### config.mk
export PLATFORM = sky130hd
export DESIGN_NAME = controle_embalagem
export DESIGN_NICKNAME = d
export VERILOG_FILES = /design/src/rtl/embalagem_pkg.sv /design/src/rtl/sincronizador_borda.sv /design/src/rtl/controle_embalagem.sv
export SDC_FILE = /design/constraint.sdc
export NUM_CORES = 1
export LEC_CHECK = 0
export CORE_UTILIZATION = 51
export CTS_CLUSTER_SIZE = 28
export DETAILED_ROUTE_END_ITERATION = 8
export GPL_ROUTABILITY_DRIVEN = 1
export PLACE_DENSITY_LB_ADDON = 0.1
export REMOVE_ABC_BUFFERS = 1
export SLEW_MARGIN = 0
export SYNTH_ARGS = -nofsm -noshare
export SYNTH_HDL_FRONTEND = slang
export SYNTH_SLANG_ARGS = --single-unit
### constraint.sdc
create_clock -name clk -period 2.6 [get_ports clk]
set_input_delay 0.26 -clock clk [delete_from_list [all_inputs] [get_ports clk]]
set_output_delay 0.26 -clock clk [all_outputs]
set_load 0.01 [all_outputs]
### src/rtl/embalagem_pkg.sv
// Shared definitions for the wine conveyor packing station.
//   estado_e       : FSM state codes exported on controle_embalagem.estado
//   LARG_ESTADO    : width of the state code
//   LARG_GARRAFAS  : width of the per-box bottle counter
package embalagem_pkg;

  localparam int unsigned LARG_ESTADO   = 3;
  localparam int unsigned LARG_GARRAFAS = 4;

  typedef enum logic [LARG_ESTADO-1:0] {
    OCIOSO        = 3'd0,
    AGUARDA_CAIXA = 3'd1,
    ENCHENDO      = 3'd2,
    EJETANDO      = 3'd3,
    FALHA         = 3'd4
  } estado_e;

endpackage

### src/rtl/sincronizador_borda.sv
// Two-flop synchronizer for an asynchronous field input, followed by a
// registered rising-edge detector.
//   clk, reset   : system clock, asynchronous active-high reset
//   entrada      : raw asynchronous input
//   nivel        : synchronized level (2 clk edges of latency)
//   borda_subida : one-cycle pulse, registered on the 3rd edge after the raw
//                  rise is first sampled
module sincronizador_borda (
  input  logic clk,
  input  logic reset,
  input  logic entrada,
  output logic nivel,
  output logic borda_subida
);

  logic [1:0] sinc_q;
  logic       nivel_ant_q;
  logic       borda_q;

  always_ff @(posedge clk or posedge reset) begin
    if (reset) begin
      sinc_q      <= 2'b00;
      nivel_ant_q <= 1'b0;
      borda_q     <= 1'b0;
    end else begin
      sinc_q      <= {sinc_q[0], entrada};
      nivel_ant_q <= sinc_q[1];
      borda_q     <= sinc_q[1] & ~nivel_ant_q;
    end
  end

  assign nivel        = sinc_q[1];
  assign borda_subida = borda_q;

endmodule

### src/rtl/controle_embalagem.sv
// Packing station controller: runs the belt, counts bottles into the current
// box, fires the ejector on a full box and pulses the downstream dozen counter.
//   clk, reset                          : clock, asynchronous active-high reset
//   iniciar, parar, reconhecer          : operator start / stop / fault ack
//   sensor_garrafa, caixa_ok, ejecao_fim: asynchronous field sensors
//   motor_esteira, ejetor, alarme       : actuators and fault lamp
//   inc_garrafa                         : one pulse per accepted bottle
//   garrafas_caixa, caixas_completas    : bottle and completed-box counters
//   estado                              : current state code
// Optional macro EJECAO_TIMEOUT_EN: fault if the ejector stroke does not end
// within TIMEOUT_EJECAO cycles.
module controle_embalagem
  import embalagem_pkg::*;
#(
  parameter int unsigned GARRAFAS_POR_CAIXA = 6,
  parameter int unsigned TIMEOUT_EJECAO     = 1000,
  parameter int unsigned LARG_CAIXAS        = 8
) (
  input  logic                     clk,
  input  logic                     reset,
  input  logic                     iniciar,
  input  logic                     parar,
  input  logic                     reconhecer,
  input  logic                     sensor_garrafa,
  input  logic                     caixa_ok,
  input  logic                     ejecao_fim,
  output logic                     motor_esteira,
  output logic                     ejetor,
  output logic                     inc_garrafa,
  output logic                     alarme,
  output logic [LARG_GARRAFAS-1:0] garrafas_caixa,
  output logic [LARG_CAIXAS-1:0]   caixas_completas,
  output logic [LARG_ESTADO-1:0]   estado
);

  localparam logic [LARG_GARRAFAS-1:0] ULTIMA = LARG_GARRAFAS'(GARRAFAS_POR_CAIXA - 1);

  estado_e                  state_q, state_d;
  logic [LARG_GARRAFAS-1:0] garrafas_q, garrafas_d;
  logic [LARG_CAIXAS-1:0]   caixas_q, caixas_d;
  logic                     parar_pend_q, parar_pend_d;

  logic garrafa_borda, caixa_nivel, fim_nivel;
  logic unused_bordas;

  sincronizador_borda u_sinc_garrafa (
    .clk          (clk),
    .reset        (reset),
    .entrada      (sensor_garrafa),
    .nivel        (),
    .borda_subida (garrafa_borda)
  );

  logic garrafa_nivel_unused, caixa_borda_unused, fim_borda_unused;

  sincronizador_borda u_sinc_caixa (
    .clk          (clk),
    .reset        (reset),
    .entrada      (caixa_ok),
    .nivel        (caixa_nivel),
    .borda_subida (caixa_borda_unused)
  );

  sincronizador_borda u_sinc_fim (
    .clk          (clk),
    .reset        (reset),
    .entrada      (ejecao_fim),
    .nivel        (fim_nivel),
    .borda_subida (fim_borda_unused)
  );

  assign garrafa_nivel_unused = 1'b0;
  assign unused_bordas = ^{caixa_borda_unused, fim_borda_unused, garrafa_nivel_unused};

`ifdef EJECAO_TIMEOUT_EN
  localparam int unsigned LARG_TIMER = $clog2(TIMEOUT_EJECAO + 1);
  logic [LARG_TIMER-1:0] timer_q;
  logic                  timeout;

  // Held at zero outside EJETANDO, so it starts from zero on every entry.
  always_ff @(posedge clk or posedge reset) begin
    if (reset) begin
      timer_q <= '0;
    end else if (state_q != EJETANDO) begin
      timer_q <= '0;
    end else if (!timeout) begin
      timer_q <= timer_q + 1'b1;
    end
  end

  assign timeout = (timer_q == LARG_TIMER'(TIMEOUT_EJECAO));
`endif

  // State register and counters.
  always_ff @(posedge clk or posedge reset) begin
    if (reset) begin
      state_q      <= OCIOSO;
      garrafas_q   <= '0;
      caixas_q     <= '0;
      parar_pend_q <= 1'b0;
    end else begin
      state_q      <= state_d;
      garrafas_q   <= garrafas_d;
      caixas_q     <= caixas_d;
      parar_pend_q <= parar_pend_d;
    end
  end

  // Next-state logic.
  always_comb begin
    state_d      = state_q;
    garrafas_d   = garrafas_q;
    caixas_d     = caixas_q;
    parar_pend_d = parar_pend_q;
    unique case (state_q)
      OCIOSO: begin
        if (iniciar && !parar) state_d = AGUARDA_CAIXA;
      end
      AGUARDA_CAIXA: begin
        if (parar)            state_d = OCIOSO;
        else if (caixa_nivel) state_d = ENCHENDO;
      end
      ENCHENDO: begin
        // The bottle is always counted, even when the box vanishes or stop is
        // pressed in the same cycle.
        if (garrafa_borda) garrafas_d = (garrafas_q == ULTIMA) ? '0 : garrafas_q + 1'b1;
        if (!caixa_nivel) begin
          state_d = FALHA;
        end else if (garrafa_borda && (garrafas_q == ULTIMA)) begin
          // A full box is always ejected; a simultaneous stop is deferred.
          state_d      = EJETANDO;
          parar_pend_d = parar;
        end else if (parar) begin
          state_d = OCIOSO;
        end
      end
      EJETANDO: begin
        if (parar) parar_pend_d = 1'b1;
        if (fim_nivel) begin
          caixas_d     = caixas_q + 1'b1;
          state_d      = (parar_pend_q || parar) ? OCIOSO : AGUARDA_CAIXA;
          parar_pend_d = 1'b0;
        end
`ifdef EJECAO_TIMEOUT_EN
        else if (timeout) begin
          state_d      = FALHA;
          parar_pend_d = 1'b0;
        end
`endif
      end
      FALHA: begin
        if (reconhecer) state_d = OCIOSO;
      end
      default: state_d = OCIOSO;
    endcase
  end

  // Outputs, decoded from the registered state.
  always_comb begin
    motor_esteira = (state_q == ENCHENDO);
    ejetor        = (state_q == EJETANDO);
    alarme        = (state_q == FALHA);
    inc_garrafa   = (state_q == ENCHENDO) && garrafa_borda;
  end

  assign garrafas_caixa   = garrafas_q;
  assign caixas_completas = caixas_q;
  assign estado           = state_q;

endmodule

==> results.json, run 1 <==
{
  "slew_violations": 0,
  "start_util": 0.5395,
  "clkTransAtPathRegs_ns": 0.13,
  "yosys-top-cells-area": "dfrtp_1 57%, xnor2_1 5.0%, nor2b_1 3.0%",
  "die-width_um": 47.56,
  "antenna_left": 0,
  "worstPathArrival_ns": 1.94,
  "drive_above_1_share": 0.06838,
  "avgSynthCellArea_um2": 11.76,
  "holdBufCountCts": 0,
  "min_period_ns": 2.196,
  "multiInputGateArea_um2": 420.4,
  "yosysMostFrequentCell": "dfrtp_1",
  "overflow": 0,
  "p_leak_nw": 0.5828,
  "fmax_mhz": 455.3,
  "seqCellArea_um2": 600.6,
  "endpoint_kind": "primary output",
  "numCtsBuffers": 3,
  "grt_pass1_wl_um": 2911,
  "slowest_delay_ns": 0.55,
  "fp.coreArea_um2": 1962,
  "start_kind": "register",
  "drcViolationCount": 0,
  "grt_pass1_vias": 651,
  "drtIter0Drc": 9,
  "grt_max_degree": 25,
  "crit_buf_inv": 1,
  "tns_ns": 0,
  "powerDensity_nw_per_um2": 816.6,
  "firstDrtPassIters": 4,
  "cts-root-buf": "clkbuf_4",
  "skew_ns": 0.009357,
  "hold_class": "register to register",
  "irDropWorstVdd_uv": 478.8,
  "async_reset_ff_frac": 1.000,
  "grt_util_met3": 0.02264,
  "path_cells": "nor3b_1, and2_1, clkdlybuf4s50_1",
  "slew-limit-headroom": 0.4234,
  "clock_latency_ns": 0.31,
  "synth_cells": 90,
  "design.die.area_um2": 2261,
  "stdcell_count": 144,
  "crit_type": "register to primary output",
  "cp_top_family": "simple AND/OR/NAND/NOR gates",
  "cts_tree": "done",
  "drv_cap": 0,
  "synth_area_um2": 1059,
  "placement.io_buffers": 26,
  "clockBufferDepth": 2,
  "period_share": 0.8448,
  "rsz0062_at_grt": "false",
  "viasPerCell": 5.410,
  "ios": 27,
  "htree_levels": 1,
  "hpwlAfterDp_um": 1361,
  "tightestPinTransition_ns": 0.8639,
  "nets": 127,
  "ys_ff_latch": 24,
  "final-setup-viol-count": 0,
  "antenna_cells": 0,
  "met2_usage": 0.3123,
  "synth_commonest_cells": "24 x dfrtp_1, 6 x xnor2_1, 5 x nand3_1, 5 x nor2b_1",
  "wirelength_um": 1922,
  "synth-main-ff-cell": "dfrtp_1",
  "ys_seq_area_frac": 0.5674,
  "finalWorstSetupSlack_ns": 0.4036,
  "wl_per_cell_um": 13.35,
  "cts_num_sinks": 24,
  "grt-busiest-layer": "met2",
  "critPathRequiredTime_ns": 2.34,
  "pre_cts_slack_ns": 0.7578,
  "rows": 16,
  "yosys.area.top_type": "dfrtp_1",
  "syn_to_final_growth_pct": 30.26,
  "gp_congestion": 0.9421,
  "synth_cell_types": 35,
  "fill_cells": 154,
  "yosys_warnings": 0,
  "cts_resized": 0,
  "status": "finished clean",
  "r2r_slack_ns": 0.99,
  "die_h_um": 47.56,
  "post_cts_buffers": 0,
  "grtUsageMet1": 0.2494,
  "cp_max_fo": 11,
  "critPathSlowestCell": "clkdlybuf4s50_1",
  "hold_violations": 0,
  "grtUsageTotal": 0.1928,
  "dpl.cell_count": 140,
  "synth_edf_count": 0,
  "antenna_found_initial": 0,
  "vias": 779,
  "synth_top_area_frac": 0.5674
}
==> sequential cells by signal, indices dropped and copies added (netlist names) <==
name / cells
u_sinc_garrafa.borda_subida: 1
garrafas_caixa: 4
estado: 3
u_sinc_fim.sinc_q: 2
caixas_completas: 8
u_sinc_garrafa.nivel_ant_q: 1
u_sinc_garrafa.sinc_q: 2
u_sinc_caixa.sinc_q: 2
parar_pend_q: 1
==> cells in the final DEF (no fill, tap or decap), drive strengths merged, types with 2 or more instances in the layout <==
| cell type | netlist | routed |
|---|---|---|
| clkdlybuf4s50 | 0 | 26 |
| dfrtp | 24 | 24 |
| xnor2 | 6 | 6 |
| nand3 | 5 | 5 |
| nor2b | 5 | 5 |
| nand2 | 4 | 4 |
| nand2b | 4 | 4 |
| o21ai | 3 | 3 |
| inv | 3 | 3 |
| nor2 | 3 | 3 |
| xor2 | 3 | 3 |
| clkbuf | 0 | 3 |
| a21oi | 2 | 2 |
| o311ai | 2 | 2 |
| and3 | 2 | 2 |
| nand4 | 2 | 2 |
==> cells by family (layout without fill, tap and decap cells) <==
family	Yosys count	in the layout	synth area share
DFF	24	24	0.5674
xor gates and xnor gates	9	9	0.07447
AOI/OAI and AO/OA	13	13	0.08276
and+or+nand+nor	35	35	0.2080
muxes	2	2	0.02009
adders and majority gates	1	1	0.01182
buffers and inverters	6	33	0.03546
==> where the power goes <==
group          leakage (nW)  switching (mW)  internal, mW
Sequential            0.310          0.0918         0.434
Combinational         0.245           0.152         0.186
Clock                0.0279           0.107         0.156
==> through the flow <==
| stage | instance area, µm² | util | hold WS (ns) | power (mW) |
|---|---|---|---|---|
| 2_1_floorplan | 1032 | - | 0.2746 | 0.6866 |
| 3_3_place_gp | 1326 | 0.6760 | 0.3330 | 0.8484 |
| 3_5_place_dp | 1326 | 0.6760 | 0.3413 | 0.8632 |
| 4_1_cts | 1379 | 0.7028 | 0.3691 | 1.130 |
| 5_1_grt | 1379 | 0.7028 | 0.3633 | 1.183 |
| 6_report | 1379 | 0.7028 | 0.3588 | 1.126 |
==> cell type report <==
type                       count  area share
sequential                    24      0.4356
multi-input combinational     60      0.3049
timing repair buffer          26      0.1887
tap                           27     0.02450
clock inverter                 1     0.02178
clock buffer                   3     0.01633
inverter                       3    0.008167
==> layer usage <==
metal,vias up,part of all wire
met5,-,0
met3,4,0.055
li1,374,-
met1,367,0.45
met2,34,0.47
met4,0,0.020
==> final timing paths <==
path,cells past startpoint,endpoint,start
worst max register to register,4,caixas_completas[7]$_DFFE_PP0P_,estado[2]$_DFFE_PP0P_
max in group asynchronous,2,garrafas_caixa[3]$_DFFE_PP0P_,reset
min in group asynchronous,2,caixas_completas[0]$_DFFE_PP0P_,reset
worst max-delay path,3,inc_garrafa,estado[0]$_DFFE_PP0P_
worst min register to register,0,u_sinc_fim.sinc_q[1]$_DFF_PP0_,u_sinc_fim.sinc_q[0]$_DFF_PP0_
worst min-delay path,0,u_sinc_fim.sinc_q[1]$_DFF_PP0_,u_sinc_fim.sinc_q[0]$_DFF_PP0_
(Power assumes the default switching activity.)
==> run 2: changes to the inputs <==
- CORE_UTILIZATION: 51 -> 42
- clock period: 2.6 -> 1.9 ns (I/O delays scaled with it)
==> results.json, run 2 (synthesis gave the netlist of run 1 again) <==
{
  "start_kind": "register",
  "slew-limit-headroom": 0.7674,
  "p_switching_mw": 0.4879,
  "drv_cap": 0,
  "path_cells": "inv_1, and3_1, clkdlybuf4s50_1",
  "period_share": 0.9504,
  "nets": 135,
  "hpwlAfterDp_um": 1409,
  "r2r_cells": 5,
  "endpoint_kind": "primary output",
  "p_leak_nw": 0.6581,
  "internal-power_mw": 1.125,
  "seqPwrFrac": 0.431,
  "antenna_found_initial": 0,
  "final-setup-viol-count": 0,
  "hold_violations": 0,
  "tightestPinTransition_ns": 0.3480,
  "grtUsageTotal": 0.1599,
  "min_period_ns": 1.806,
  "r2r_end": "caixas_completas[7]$_DFFE_PP0P_",
  "grt_pass1_vias": 721,
  "syn_to_final_growth_pct": 37.35,
  "die_h_um": 52.20,
  "fp.coreArea_um2": 2297,
  "grt_max_degree": 25,
  "irDropWorstVdd_uv": 655.0,
  "hold_class": "primary input to async pin",
  "critPathRequiredTime_ns": 1.71,
  "p_sw_frac": 0.3025,
  "numCtsBuffers": 3,
  "drtIter0Drc": 13,
  "vias": 824,
  "design.die.area_um2": 2725,
  "holdBufCountCts": 0,
  "worstPathArrival_ns": 1.62,
  "antenna_cells": 0,
  "tns_ns": 0,
  "seqCellArea_um2": 604.3,
  "wl_per_cell_um": 13.02,
  "fmax_mhz": 553.8,
  "r2r-start": "estado[2]$_DFFE_PP0P_",
  "viasPerCell": 5.386,
  "cts-root-buf": "clkbuf_4",
  "critPathSlowestCell": "clkdlybuf4s50_1",
  "status": "finished clean",
  "cts_num_sinks": 24,
  "pwr-share-clk": 0.221,
  "powerDensity_nw_per_um2": 1109,
  "rows": 17,
  "drcViolationCount": 0,
  "htree_levels": 1,
  "rsz0062_at_grt": "false",
  "placement.io_buffers": 26,
  "clockBufferDepth": 2,
  "r2r_slack_ns": 0.36,
  "cts_tree": "done",
  "combPwrFrac": 0.348,
  "skew_ns": 0.002340,
  "final_common_cell": "clkdlybuf4s50_1",
  "final_cell_mix": "24 x clkdlybuf4s50_1, 21 x dfrtp_1, 8 x buf_4",
  "die-width_um": 52.20,
  "slew_violations": 0,
  "clkTransAtPathRegs_ns": 0.13,
  "ios": 27,
  "overflow": 0,
  "drive_above_1_share": 0.1600,
  "slowest_delay_ns": 0.52,
  "antenna_left": 0,
  "fill_cells": 189,
  "largest_reg_flops": 8,
  "wirelength_um": 1992,
  "start_util": 0.4608,
  "clock_latency_ns": 0.30,
  "cp_max_fo": 7,
  "multiInputGateArea_um2": 425.4,
  "gp_congestion": 0.8263,
  "grt_pass1_wl_um": 3208,
  "crit_type": "register to primary output",
  "firstDrtPassIters": 4,
  "fin_hold_ws_ns": 0.2144
}
-- run 2: per-layer routing --
metal / vias up / routed length [µm] / global-route usage
li1: 391 / - / -
met1: 403 / 930 / 0.2185
met2: 28 / 958 / 0.2585
met3: 2 / 91 / 0.02609
met4: 0 / 12 / 0.05263
met5: - / 0 / 0
-- run 2: timing repair --
item / CTS / global route
endpoints found under the setup margin: 4 / 2
setup buffers: 4 / 1
resized for setup: 4 / 2
hold endpoints to repair: 0 / 0
pin swaps: 0 / 0
-- run 2: stage by stage --
stage	instances	setup WS [ns]	total power, mW	area (µm²)	utilization
after floorplan	87	0.4378	0.9395	1032	-
after global routing	153	0.02547	1.708	1454	0.6329
final	153	0.09423	1.613	1454	0.6329
after detailed placement	144	0.2301	1.188	1350	0.5877
after global placement	144	0.2377	1.174	1350	0.5877
after CTS	152	0.01939	1.610	1441	0.6275
-- run 2: worst max-delay path: cells and delay by family (launching register included) --
family                 cells  cell delay (ns)
DFF                        1             0.45
and+or+nand+nor            1             0.18
buffers and inverters      2             0.68
-- run 2: worst max path at each step --
stage / startpoint / end / slack (ns)
after floorplan: estado[2]$_DFFE_PP0P_ / caixas_completas[5]$_DFFE_PP0P_ / 0.44
after global placement: estado[1]$_DFFE_PP0P_ / inc_garrafa / 0.24
after detailed placement: parar / estado[0]$_DFFE_PP0P_ / 0.23
after CTS: estado[0]$_DFFE_PP0P_ / inc_garrafa / 0.02
after global routing: estado[0]$_DFFE_PP0P_ / alarme / 0.03
final: estado[0]$_DFFE_PP0P_ / alarme / 0.09
-- run 2: layout make-up --
class / instances / area share
multi-input cells: 60 / 0.2926
well taps: 28 / 0.02410
clock buffers: 3 / 0.01549
inverters: 3 / 0.007745
repair buffers: 34 / 0.2238
flip-flops and latches: 24 / 0.4157
clock inverters: 1 / 0.02065
-- run 2: power groups by stage --
stage / registers (mW) / clock network [mW] / logic [mW]
5_1_grt: 0.710 / 0.395 / 0.602
3_3_place_gp: 0.720 / 0 / 0.454
3_5_place_dp: 0.730 / 0 / 0.458
4_1_cts: 0.696 / 0.372 / 0.541
6_report: 0.696 / 0.356 / 0.561
2_1_floorplan: 0.737 / 0 / 0.202
